==> src/rtl/regxfer_pkg.sv <==
// Shared types and constants for the register-file block-transfer sequencer.
package regxfer_pkg;

    typedef enum logic [2:0] {
        IDLE    = 3'd0,
        ST_SEND = 3'd1,
        LD_REQ  = 3'd2,
        LD_WAIT = 3'd3,
        DONE    = 3'd4
    } state_t;

    typedef enum logic {
        MODE_STORE = 1'b0,
        MODE_LOAD  = 1'b1
    } mode_t;

    localparam int XZR_IDX        = 31;
    localparam int STRIDE_DEFAULT = 8;

endpackage

==> src/rtl/lowest_set_idx.sv <==
// Priority encoder: index of the lowest set bit of a register mask plus an any-set flag.
module lowest_set_idx #(
    parameter int N_REGS = 32,
    parameter int IDX_W  = 5
) (
    input  logic [N_REGS-1:0] mask,
    output logic [IDX_W-1:0]  idx,
    output logic              any
);

    always_comb begin
        idx = '0;
        any = |mask;
        // Scan downward so the lowest set bit is the last (winning) assignment.
        for (int i = N_REGS - 1; i >= 0; i--) begin
            if (mask[i]) begin
                idx = i[IDX_W-1:0];
            end
        end
    end

endmodule

==> src/rtl/regfile_xfer_seq.sv <==
// LDM/STM-style sequencer moving a masked set of registers between the regfile and memory.
// Optional build macro REGXFER_XZR_SKIP_EN: drop X31 from the mask when a sequence starts.
module regfile_xfer_seq
    import regxfer_pkg::*;
#(
    parameter int N_REGS = 32,
    parameter int DATA_W = 64,
    parameter int ADDR_W = 64,
    parameter int STRIDE = STRIDE_DEFAULT
) (
    input  logic              clk,
    input  logic              reset,
    input  logic              start,
    input  logic              mode,
    input  logic [N_REGS-1:0] mask,
    input  logic [ADDR_W-1:0] base_addr,
    output logic              busy,
    output logic              done,
    output logic [5:0]        xfer_count,
    output logic [4:0]        ra,
    input  logic [DATA_W-1:0] rd,
    output logic              we3,
    output logic [4:0]        wa3,
    output logic [DATA_W-1:0] wd3,
    output logic              st_valid,
    input  logic              st_ready,
    output logic [ADDR_W-1:0] st_addr,
    output logic [DATA_W-1:0] st_data,
    output logic              ld_req_valid,
    input  logic              ld_req_ready,
    output logic [ADDR_W-1:0] ld_addr,
    input  logic              ld_rsp_valid,
    input  logic [DATA_W-1:0] ld_rsp_data
);

    state_t              state_q, state_d;
    logic [N_REGS-1:0]   mask_q, mask_d;
    logic [ADDR_W-1:0]   addr_q, addr_d;
    logic [5:0]          cnt_q, cnt_d;

    logic [N_REGS-1:0]   start_mask;
    logic [N_REGS-1:0]   scan_mask;
    logic [N_REGS-1:0]   idx_onehot;
    logic [N_REGS-1:0]   mask_clr;
    logic [4:0]          idx;
    logic                any_set;
    logic                more;

    always_comb begin
        start_mask = mask;
`ifdef REGXFER_XZR_SKIP_EN
        start_mask[XZR_IDX] = 1'b0;
`endif
    end

    // In IDLE the encoder looks at the incoming mask so the first index is known at start.
    assign scan_mask = (state_q == IDLE) ? start_mask : mask_q;

    lowest_set_idx #(.N_REGS(N_REGS), .IDX_W(5)) u_lsi (
        .mask (scan_mask),
        .idx  (idx),
        .any  (any_set)
    );

    always_comb begin
        idx_onehot      = '0;
        idx_onehot[idx] = 1'b1;
    end

    assign mask_clr   = mask_q & ~idx_onehot;
    assign more       = |mask_clr;
    assign xfer_count = cnt_q;
    assign st_addr    = addr_q;
    assign ld_addr    = addr_q;

    always_comb begin
        state_d      = state_q;
        mask_d       = mask_q;
        addr_d       = addr_q;
        cnt_d        = cnt_q;
        busy         = 1'b0;
        done         = 1'b0;
        ra           = '0;
        we3          = 1'b0;
        wa3          = '0;
        wd3          = '0;
        st_valid     = 1'b0;
        st_data      = '0;
        ld_req_valid = 1'b0;
        case (state_q)
            IDLE: begin
                if (start) begin
                    mask_d = start_mask;
                    addr_d = base_addr;
                    cnt_d  = '0;
                    if (!any_set) begin
                        state_d = DONE;
                    end else if (mode_t'(mode) == MODE_LOAD) begin
                        state_d = LD_REQ;
                    end else begin
                        state_d = ST_SEND;
                    end
                end
            end
            ST_SEND: begin
                busy     = 1'b1;
                ra       = idx;
                st_valid = 1'b1;
                st_data  = rd;
                if (st_ready) begin
                    mask_d  = mask_clr;
                    addr_d  = addr_q + ADDR_W'(STRIDE);
                    cnt_d   = cnt_q + 6'd1;
                    state_d = more ? ST_SEND : DONE;
                end
            end
            LD_REQ: begin
                busy         = 1'b1;
                ld_req_valid = 1'b1;
                if (ld_req_ready) begin
                    state_d = LD_WAIT;
                end
            end
            LD_WAIT: begin
                busy = 1'b1;
                if (ld_rsp_valid) begin
                    we3     = 1'b1;
                    wa3     = idx;
                    wd3     = ld_rsp_data;
                    mask_d  = mask_clr;
                    addr_d  = addr_q + ADDR_W'(STRIDE);
                    cnt_d   = cnt_q + 6'd1;
                    state_d = more ? LD_REQ : DONE;
                end
            end
            DONE: begin
                done    = 1'b1;
                state_d = IDLE;
            end
            default: state_d = IDLE;
        endcase
    end

    always_ff @(posedge clk) begin
        if (reset) begin
            state_q <= IDLE;
            mask_q  <= '0;
            addr_q  <= '0;
            cnt_q   <= '0;
        end else begin
            state_q <= state_d;
            mask_q  <= mask_d;
            addr_q  <= addr_d;
            cnt_q   <= cnt_d;
        end
    end

endmodule

==> config.mk <==
export PLATFORM = sky130hd
export DESIGN_NAME = regfile_xfer_seq
export DESIGN_NICKNAME = d
export VERILOG_FILES = /design/src/rtl/regxfer_pkg.sv /design/src/rtl/lowest_set_idx.sv /design/src/rtl/regfile_xfer_seq.sv
export SDC_FILE = /design/constraint.sdc
export NUM_CORES = 1
export LEC_CHECK = 0
export CAP_MARGIN = 20
export CORE_AREA = 2 2 195 197
export CTS_CLUSTER_DIAMETER = 120
export CTS_CLUSTER_SIZE = 10
export DETAILED_ROUTE_END_ITERATION = 8
export DIE_AREA = 0 0 197 199
export PLACE_DENSITY = 0.59
export SLEW_MARGIN = 20
export SYNTH_ARGS = -nofsm -noshare
export SYNTH_HDL_FRONTEND = slang
export SYNTH_SLANG_ARGS = --single-unit
==> constraint.sdc <==
create_clock -name clk -period 7 [get_ports clk]
set_input_delay 1.75 -clock clk [delete_from_list [all_inputs] [get_ports clk]]
set_output_delay 1.75 -clock clk [all_outputs]
set_load 0.1 [all_outputs]
==> metrics.txt, run 1 <==
outcome complete, no violations; core area 0.0371 mm2; Max-cap violations 0; Post-DP HPWL 36,900 um; # nets final 1,813; vias per cell 5.22; die width 197 um; number of nets still failing antenna checks after routing 0; Crit Reg-Reg Endpoint state_q[0]; Worst Setup Start Kind primary input; initial antenna violation count 3; part of the power in the clock network 9.3%; WL met2 21,300 um; Most used DFF post-synth dfxtp_1; Design Area, Final 0.0135 mm2; part of the power in registers 17.6%; I/O pin count 508; Clock Path Buffers 2; Tmin final 6210 ps; critical-path maximum fanout 7; Global Route Usage Sum 22.7%; Peak Freq 161 MHz; Hold WC Path Type flop to flop; Yosys top cell by area dfxtp_1; register area share after synthesis 25.2%; Final period util 88.7%; Clock Latency Late Sink 380 ps; fraction of registers with async set/reset 0%; Synth cell types 72; most frequent cells after synthesis and2_1, nand2_1, a21oi_1, nor2_1, dfxtp_1; Worst Skew 10.6 ps; Post-CTS Setup Bufs 0; routability cong. 0.948; cts repair resizes 0; die footprint 0.0392 mm2; DRT iter0 DRCs 1,009; final WL 47,100 um; most common cell in the netlist and2_1; Setup Crit Path Kind primary input to primary output; hold endpoint xfer_count[5]; WL met3 4420 um; CP arrival 4460 ps; Ys Warns 0; Final setup viols 0; Synth Register Bits 105; total power after layout 5.92 mW; mapped cell area 0.00835 mm2; hold_buf cts 0; CTS tree built; Max Used Layer met5; Pint 2.10 mW; via count 10,758; unrepaired setup endpoints after global routing false; layout overhead on the synthesized area 61.1%; Setup TNS Final 0 ps; Net Count, Synth 1,430; vias in the first global route 10,060; DRT Pass-1 Iters 6; Switching Share 64.6%; DP Area 0.0131 mm2; layout cells sized above 1 8.20%; Worst Setup End Kind primary output; Slew Limit Fails 0; GRT overflow 0; Syn Area/Cell 6.98 um2; max_slew headroom 23.8%; Post-synth EDFFs 0; CTS root buf clkbuf_16; Synth top area share 25.2%; H-Tree Depth 3; worst hold path stage count 2; critical path required time 5250 ps; Leak Pwr 4.73 nW; R2R setup slack 2540 ps; Net Sw Power 3.82 mW; HP Start xfer_count[5]; port buffer count 507; PwrDens 440 mW/mm2; Max VDD drop 0.196 mV; synth top area cells dfxtp_1, and2_1, a21oi_1; # DRC 0; measured slew at the worst slew-check pin 1140 ps; R2R depth 11; Initial Utilization 22.5%; first-pass GRT wire length 66,400 um; Gate power share 73.1%; largest net degree at the start of global routing 92; Rows 71; Syn Inst Count 1,197; Routed met1 length 19,800 um; clock slew at reported path FFs 70 ps; FF-to-FF Start state_q[2]; Num CTS Buffers 9; clk sinks 105; final hold violations 0; die height 199 um; wire length per cell 22.8 um
## per-stage QoR
step,instances,hold slack [ps],setup WS [ps],utilization (%)
floorplan,1197,461,1200,-
global placement,2043,473,798,35.4
detailed placement,2043,483,838,35.4
CTS,2059,497,828,36.2
global route,2059,533,703,36.2
finish,2062,495,794,36.2
## critical path, stage by stage
cell and delay (ps):
clkdlybuf4s50_1 560, nor4_4 380, a22oi_2 120, or4_4 560
a21oi_1 670, nor2_1 140, buf_4 280
## cell families after synthesis
| kind of cell | synth area share, % |
|---|---|
| simple gates | 32.7 |
| mux | 0.614 |
| fa+ha+maj | 0.300 |
| xor+xnor | 1.36 |
| buf+inv | 10.6 |
| flops | 25.2 |
| compound gates | 29.3 |
## sequential cells by signal, indices dropped and copies added (netlist names)
signal,cells
ld_addr,64
mask_q,32
state_q,3
xfer_count,6
## cell usage in the layout, fill, tap and decap left out, types with 21 or more instances in the layout
| cell type | n |
|---|---|
| nand2_1 | 135 |
| nor4_1 | 21 |
| nor2_1 | 104 |
| nand3_1 | 33 |
| and2_1 | 136 |
| buf_4 | 92 |
| clkdlybuf4s50_1 | 427 |
| o21ai_0 | 70 |
| dfxtp_1 | 104 |
| a211oi_1 | 45 |
| o22ai_1 | 23 |
| a21oi_1 | 109 |
## power groups by stage
stage          clock [mW]  combinational (mW)  sequential [mW]
6_report            0.550                4.33             1.04
5_1_grt             0.595                4.50             1.07
4_1_cts             0.573                4.33             1.04
3_5_place_dp            0                4.32             1.05
3_3_place_gp            0                4.33             1.05
2_1_floorplan           0                2.58             1.74
## layout make-up
type,count,area (um2)
multi-input combinational,926,5390
sequential,105,2110
inverter,18,67.6
clock buffer,11,243
antenna,3,7.51
fill,3922,23700
timing repair buffer,520,4980
tap,474,593
clock inverter,5,62.6
## per-layer routing
metal | vias up | track usage, %
met1 | 5025 | 29.0
met4 | 2 | 8.94
met5 | - | 0
li1 | 5047 | -
met3 | 74 | 7.05
met2 | 610 | 35.5
## how the worst max path moves through the flow
stage	slack [ps]	end	startpoint	cells after the start
2_1_floorplan	1200	wa3[2]	mask[25]	6
6_report	790	ra[0]	mask[5]	7
3_5_place_dp	840	ra[0]	mask[5]	7
4_1_cts	830	ra[0]	mask[5]	7
5_1_grt	700	ra[0]	mask[5]	7
3_3_place_gp	800	ra[0]	mask[5]	7
Note: power is estimated with default switching activity, not from simulation.
==> run 2, diff against run 1 <==
- HOLD_SLACK_MARGIN: unset -> 0.03
==> results of run 2 <==
No change in the layout: final DEF, timing and power equal those of run 1.
==> run 3, diff against run 2 <==
- CTS_CLUSTER_DIAMETER: 120 -> unset
==> results of run 3 <==
No change in the layout: final DEF, timing and power equal those of run 1.
